`config.mk`:
```
export PLATFORM = sky130hd
export DESIGN_NAME = ft245_rx_reader_flat
export DESIGN_NICKNAME = d
export VERILOG_FILES = /design/src/rtl/ft245_rx_reader_if.sv /design/src/rtl/ft245_rx_reader.sv /design/src/flat_wrapper.sv
export SDC_FILE = /design/constraint.sdc
export NUM_CORES = 1
export LEC_CHECK = 0
export ABC_AREA = 1
export CAP_MARGIN = 20
export CORE_MARGIN = 10
export CORE_UTILIZATION = 50
export DETAILED_ROUTE_END_ITERATION = 8
export PLACE_DENSITY = 0.82
export SKIP_CTS_REPAIR_TIMING = 1
export SYNTH_ARGS = -nofsm -noshare
export SYNTH_HDL_FRONTEND = slang
export SYNTH_SLANG_ARGS = --single-unit
```
`constraint.sdc`:
```
create_clock -name clk -period 2.9 [get_ports clk]
set_input_delay 0.29 -clock clk [delete_from_list [all_inputs] [get_ports clk]]
set_output_delay 0.29 -clock clk [all_outputs]
set_load 0.005 [all_outputs]
```
`src/rtl/ft245_rx_reader_if.sv`:
```
// Interface bundle for the FT245 receive reader: FT245 pins and the byte output handshake.
// Optional macro: FT245_RX_COUNT_EN adds the rx_count accepted-byte counter.
// master = the reader; slave = the FT245 pins and the byte consumer seen from the other side.
interface ft245_rx_reader_if;
    logic        rxf_n_245;
    logic        rd_n_245;
    logic [7:0]  d_245;
    logic [7:0]  rx_data;
    logic        rx_valid;
    logic        rx_ready;
`ifdef FT245_RX_COUNT_EN
    logic [15:0] rx_count;

    modport master (
        input  rxf_n_245, d_245, rx_ready,
        output rd_n_245, rx_data, rx_valid, rx_count
    );
    modport slave (
        output rxf_n_245, d_245, rx_ready,
        input  rd_n_245, rx_data, rx_valid, rx_count
    );
`else
    modport master (
        input  rxf_n_245, d_245, rx_ready,
        output rd_n_245, rx_data, rx_valid
    );
    modport slave (
        output rxf_n_245, d_245, rx_ready,
        input  rd_n_245, rx_data, rx_valid
    );
`endif
endinterface

```
`src/rtl/ft245_rx_reader.sv`:
```
// Drives the FT245 RD# strobe from a synchronised RXF# and hands each byte out on valid/ready.
// Latency: SYNC_STAGES+1 clks from RXF# low to RD# low, byte valid RD_LOW_CLKS clks after that.
// Backpressure: no new strobe while a byte is held unconsumed; the FT245 buffers meanwhile.
// Optional macro FT245_RX_COUNT_EN adds a 16-bit wrapping count of accepted bytes.
module ft245_rx_reader #(
    parameter int RD_LOW_CLKS  = 4,
    parameter int RD_HIGH_CLKS = 3,
    parameter int SYNC_STAGES  = 2
) (
    input  logic                clk,
    input  logic                rst,
    ft245_rx_reader_if.master   bus
);

    localparam int REC_CLKS = RD_HIGH_CLKS + SYNC_STAGES;
    localparam int CNT_MAX  = (RD_LOW_CLKS > REC_CLKS) ? RD_LOW_CLKS : REC_CLKS;
    localparam int CW       = (CNT_MAX < 2) ? 1 : $clog2(CNT_MAX);

    localparam logic [CW-1:0] LOW_LOAD = CW'(RD_LOW_CLKS - 1);
    localparam logic [CW-1:0] REC_LOAD = CW'(REC_CLKS - 1);

    typedef enum logic [1:0] {
        IDLE    = 2'd0,
        STROBE  = 2'd1,
        RECOVER = 2'd2
    } state_t;

    state_t                 state, state_nxt;
    logic [CW-1:0]          cnt, cnt_nxt;
    logic                   rd_n, rd_n_nxt;
    logic [7:0]             data, data_nxt;
    logic                   valid, valid_nxt;
    logic [SYNC_STAGES-1:0] rxf_sync;
    logic                   rxf_s;

    // RXF# is asynchronous; resetting to 1 reads as "FIFO empty" until the chain fills.
    always_ff @(posedge clk) begin
        if (rst) begin
            rxf_sync <= '1;
        end else begin
            rxf_sync <= {rxf_sync[SYNC_STAGES-2:0], bus.rxf_n_245};
        end
    end

    assign rxf_s = rxf_sync[SYNC_STAGES-1];

    // State, strobe counter, RD# and the output byte register.
    always_ff @(posedge clk) begin
        if (rst) begin
            state <= IDLE;
            cnt   <= '0;
            rd_n  <= 1'b1;
            data  <= 8'h00;
            valid <= 1'b0;
        end else begin
            state <= state_nxt;
            cnt   <= cnt_nxt;
            rd_n  <= rd_n_nxt;
            data  <= data_nxt;
            valid <= valid_nxt;
        end
    end

    // Next-state: start a strobe only when the output slot is empty, capture at the end of RD# low,
    // then hold RD# high long enough for the FT245 and for stale RXF# to leave the synchroniser.
    always_comb begin
        state_nxt = state;
        cnt_nxt   = cnt;
        rd_n_nxt  = rd_n;
        data_nxt  = data;
        valid_nxt = valid;

        if (valid && bus.rx_ready) begin
            valid_nxt = 1'b0;
        end

        case (state)
            IDLE: begin
                rd_n_nxt = 1'b1;
                // valid here is the pre-clear value, so a consume and a start never share an edge.
                if (!rxf_s && !valid) begin
                    rd_n_nxt  = 1'b0;
                    cnt_nxt   = LOW_LOAD;
                    state_nxt = STROBE;
                end
            end
            STROBE: begin
                // RXF# is not looked at here: once started, the read always completes.
                if (cnt == '0) begin
                    data_nxt  = bus.d_245;
                    valid_nxt = 1'b1;
                    rd_n_nxt  = 1'b1;
                    cnt_nxt   = REC_LOAD;
                    state_nxt = RECOVER;
                end else begin
                    cnt_nxt = cnt - CW'(1);
                end
            end
            RECOVER: begin
                rd_n_nxt = 1'b1;
                if (cnt == '0) begin
                    state_nxt = IDLE;
                end else begin
                    cnt_nxt = cnt - CW'(1);
                end
            end
            default: begin
                rd_n_nxt  = 1'b1;
                state_nxt = IDLE;
            end
        endcase
    end

    assign bus.rd_n_245 = rd_n;
    assign bus.rx_data  = data;
    assign bus.rx_valid = valid;

`ifdef FT245_RX_COUNT_EN
    logic [15:0] acc_cnt;

    // Count accepted handshakes; natural 16-bit wrap.
    always_ff @(posedge clk) begin
        if (rst) begin
            acc_cnt <= 16'h0000;
        end else if (valid && bus.rx_ready) begin
            acc_cnt <= acc_cnt + 16'h0001;
        end
    end

    assign bus.rx_count = acc_cnt;
`endif

endmodule

```
`src/flat_wrapper.sv`:
```
// flat-port wrapper written by rule: the top's interface ports become plain ports
module ft245_rx_reader_flat 
#(
    parameter int RD_LOW_CLKS  = 4,
    parameter int RD_HIGH_CLKS = 3,
    parameter int SYNC_STAGES  = 2
)
  (clk, rst, bus_rxf_n_245, bus_d_245, bus_rx_ready, bus_rd_n_245, bus_rx_data, bus_rx_valid);
  ft245_rx_reader_if bus_i ();
  input  logic clk;
  input  logic rst;
  input wire logic [$bits(bus_i.rxf_n_245)-1:0] bus_rxf_n_245;
  input wire logic [$bits(bus_i.d_245)-1:0] bus_d_245;
  input wire logic [$bits(bus_i.rx_ready)-1:0] bus_rx_ready;
  output wire logic [$bits(bus_i.rd_n_245)-1:0] bus_rd_n_245;
  output wire logic [$bits(bus_i.rx_data)-1:0] bus_rx_data;
  output wire logic [$bits(bus_i.rx_valid)-1:0] bus_rx_valid;
  assign bus_i.rxf_n_245 = bus_rxf_n_245;
  assign bus_i.d_245 = bus_d_245;
  assign bus_i.rx_ready = bus_rx_ready;
  assign bus_rd_n_245 = bus_i.rd_n_245;
  assign bus_rx_data = bus_i.rx_data;
  assign bus_rx_valid = bus_i.rx_valid;
  ft245_rx_reader #(.RD_LOW_CLKS(RD_LOW_CLKS), .RD_HIGH_CLKS(RD_HIGH_CLKS), .SYNC_STAGES(SYNC_STAGES)) u_core (.clk(clk), .rst(rst), .bus(bus_i));
endmodule
```
=== Yosys cells after proc, flatten, opt, wreduce, memory -nomap -nowiden ===
Cells that the tools add are included.

* Flip-flop bits (word level): 17
* Bits of input ports: 12
* Output and inout port bits: 10
* Word-level logic and storage cells: 37

* Add/subtract/negate cells: 1
* Eq/ne operators: 6
* Multiplexer cells: 14
* Reduce and logical (&&, ||, !) cells: 10

{| class="wikitable"
|+ Operators by type and width
! operator !! number
|-
| $mux W3 || 3
|-
| $pmux W3 S3 || 1
|-
| $mux W2 || 3
|-
| $ne A2 B1 Y1 const B || 3
|-
| $pmux W2 S3 || 1
|-
| $reduce_and A3 Y1 || 2
|-
| $mux W1 || 5
|-
| $logic_not A3 Y1 || 1
|-
| $reduce_bool A3 Y1 || 1
|-
| $sub A3 B1 Y3 const B || 1
|-
| $eq A2 B1 Y1 const B || 1
|-
| $eq A2 B2 Y1 const B || 1
|-
| $logic_and A1 B1 Y1 || 2
|-
| $logic_not A1 Y1 || 2
|-
| $logic_not A2 Y1 || 1
|-
| $ne A2 B2 Y1 const B || 1
|-
| $pmux W1 S2 || 1
|-
| $reduce_and A2 Y1 || 1
|}

=== Depth between registers and ports, before layout ===
* Depth after elaboration: 4
* Mapped depth: 10
* Gate-level depth less buffers: 10

=== Worst setup path before layout ===
OpenSTA, ideal clock, no wires.

* Path kind: reg-to-reg
* Start: register u_core.state[1]
* End: register u_core.state[1]
* Arrival: 1.152 ns
* Data required time: 2.784 ns
* Setup slack: 1.632 ns
* Cell stages (with the launch flop): 7
* Buffers on the path: 0
* Cells stage by stage: dfxtp_1 inv_1 ha_1 o21ai_0 nand2_1 nand2_1 a21oi_1

* Elaborated cells on any way between the ends: 8

{| class="wikitable"
|+ RTL lines
! item !! line !! text
|-
| start, declared || ft245_rx_reader.sv:28 || <nowiki>state_t state, state_nxt;</nowiki>
|-
| start signal, assigned || ft245_rx_reader.sv:56 || <nowiki>state <= state_nxt;</nowiki>
|-
| $eq A2 B2 Y1 (tied with other cells) || ft245_rx_reader.sv:77 || <nowiki>case (state)</nowiki>
|-
| $pmux W2 S3 (*) || ft245_rx_reader.sv:77 ||
|-
| named net u_core.state_nxt[1] || ft245_rx_reader.sv:28 ||
|}

The timed path passes the listed nets; every way through them passes the cells marked *.
A chain may end at the register's enable or synchronous reset.

=== Worst setup path in the final report ===
* Start: register u_core.valid (netlist: u_core.bus.rx_valid)
* End: output bus_rx_valid

{| class="wikitable"
|+ RTL lines
! item !! line !! text
|-
| start, declared || ft245_rx_reader.sv:32 || <nowiki>logic valid, valid_nxt;</nowiki>
|-
| start signal, assigned || ft245_rx_reader.sv:60 || <nowiki>valid <= valid_nxt;</nowiki>
|-
| end, declared || flat_wrapper.sv:17 || <nowiki>output wire logic [$bits(bus_i.rx_valid)-1:0] bus_rx_valid;</nowiki>
|}

No word-level cell between the ends.

==> metrics.txt <==
CP endpoint kind primary output; Final Critical Period 1.55 ns; actual slew at the worst max-slew pin 0.305 ns; Slew Limit Fails 0; Global Route Usage Sum 10.1%; WHS Path Cells 1; final instance area 1080 µm²; buffers and inverters on the worst path 1; Avg WL per Cell 12.1 µm; Post-DP Area 1050 µm²; initial drt markers 10; RSZ-0062 raised after global routing false; pwr/cell area 887 nW/µm²; via count 759; area growth from synthesis to layout 28.5%; Crit Path Category reg2out; first-pass GRT wire length 2.82 mm; Final Worst Setup Slack 1.35 ns; total CTS buffers 3; # rows 14; setup_tns 0 ns; initial antenna violation count 0; Final period util 53.5%; share of layout cells above drive strength 1 7.52%; Die Wd 60.9 µm; cell family with most CP delay buffers and inverters; critical path required time 2.61 ns; Max Clock Freq 0.645 GHz; mapped cell area 837 µm²; Via density 5.09; largest net degree at the start of global routing 19; Worst Hold Class reg2reg; Max H-tree Level 1; final hold violation count 0; Sink Count 17; Setup Skew 0.00291 ns; drt total wl 1.80 mm; vias in the first global route 675; starting density of the core 54.3%; gpl congestion 0.819; Startpoint Class register; clock edge transition at the registers on the reported setup and hold paths 0.10 ns; nets 153; largest stage delay on the critical path 0.54 ns; Root Driver clkbuf_4; sequential-to-total area share from yosys stat 40.7%; P_leak 0.453 nW; status finished, final reports clean; Ant. Diodes 0; syn nets 129; CP cell instances clkdlybuf4s50_1; worst-path cell with the longest stage delay clkdlybuf4s50_1; Placed Instances 145; filler cell count 137; die height 60.9 µm; # Max-Cap Violations 0; die area 3710 µm²; synth warn 0; io pins 22; post-route ant nets 0; Final setup viols 0; number of synthesized register bits 17; clk buf depth 2; Max VDD drop 0.000517 V; post-synth cell types 18; worst reg2reg path depth 6; core footprint 1540 µm²; WP depth 1; Syn Inst Count 110; crit-path max FO 5; # DRC 0; drt pass-1 iters 4; CP arrival 1.26 ns; reg2reg setup slack 1.45 ns; CTS tree built; port bufs 21; Slew HR 79.7%; pre-CTS setup slack 1.44 ns; synthesized area per cell 7.61 µm²; worst skew pair latency 0.29 ns; Finished Layout Cells 149; hpwl dp 1.44 mm; global route total overflow 0
## stage by stage
stage	power (mW)	util, %	hold WS, ns
floorplan	0.676	-	0.359
global placement	0.812	68.0	0.396
detailed placement	0.835	68.0	0.408
CTS	0.962	69.8	0.433
global route	1.04	69.8	0.439
finish	0.954	69.8	0.433
## layout by cell type (no fill, tap or decap)
| cell | netlist | routed |
|---|---|---|
| a21boi_0 | 1 | 1 |
| a21oi_1 | 11 | 11 |
| clkbuf_4 | 0 | 3 |
| clkdlybuf4s50_1 | 0 | 21 |
| clkinv_2 | 0 | 1 |
| dfxtp_1 | 17 | 17 |
| ha_1 | 7 | 7 |
| inv_1 | 18 | 18 |
| inv_2 | 1 | 1 |
| nand2_1 | 21 | 21 |
| nand3_1 | 8 | 8 |
| nand3_4 | 1 | 1 |
| nor2_1 | 8 | 8 |
| nor3_1 | 1 | 1 |
| o211ai_1 | 1 | 1 |
| o21a_1 | 1 | 1 |
| o21ai_0 | 8 | 8 |
| o21ai_2 | 2 | 2 |
| or2_2 | 2 | 2 |
## kinds of logic after synthesis
family | share of synthesized area [%]
fa+ha+maj | 10.5
flops | 40.7
compound gates | 16.1
simple gates | 22.0
buf+inv | 10.8
## area by class of cell
class	count	area [µm²]	area share, %
Multi-Input combinational cell	72	407	37.8
Sequential cell	17	340	31.6
Timing Repair Buffer	21	210	19.5
Inverter	19	71.3	6.63
Clock buffer	3	22.5	2.09
Tap cell	16	20.0	1.86
Clock inverter	1	5.00	0.465
## metal layers
metal | up-vias | global-route usage [%] | share of wire, %
li1 | 395 | - | -
met3 | 4 | 3.76 | 8.0
met2 | 21 | 17.9 | 51
met1 | 339 | 9.21 | 39
met5 | - | 0 | 0
met4 | 0 | 7.52 | 2.5
## final timing paths
kind	start	endpoint
max	u_core.bus.rx_valid	bus_rx_valid
min reg2reg	u_core.rxf_sync[0]	u_core.rxf_sync[1]
max reg2reg	u_core.state[1]	u_core.state[0]
min	u_core.rxf_sync[0]	u_core.rxf_sync[1]
## sequential cells by signal, summed over array words and instances (netlist names)
register,flops
u_core.cnt,3
u_core.rxf_sync,2
u_core.state,2
u_core.bus.rx_valid,1
u_core.bus.rd_n_245,1
u_core.bus.rx_data,8
## power breakdown
part           internal (mW)  switching [mW]
Sequential             0.305          0.0395
Combinational          0.217           0.265
Clock                 0.0514          0.0763
Total                  0.574           0.380
## cells in the mapped netlist (all sizes together)
cell type / instances / area, µm²
or2: 2 / 12.5
buf: 1 / 5.00
a21oi: 11 / 55.1
nand3: 9 / 57.6
a21boi: 1 / 7.51
nor2: 8 / 30.0
o21a: 1 / 7.51
nor3: 1 / 5.00
clkbuf: 1 / 13.8
inv: 19 / 71.3
dfxtp: 17 / 340
o21ai: 10 / 57.6
nand2: 21 / 78.8
ha: 7 / 87.6
o211ai: 1 / 7.51
Note: power is estimated with default switching activity, not from simulation.
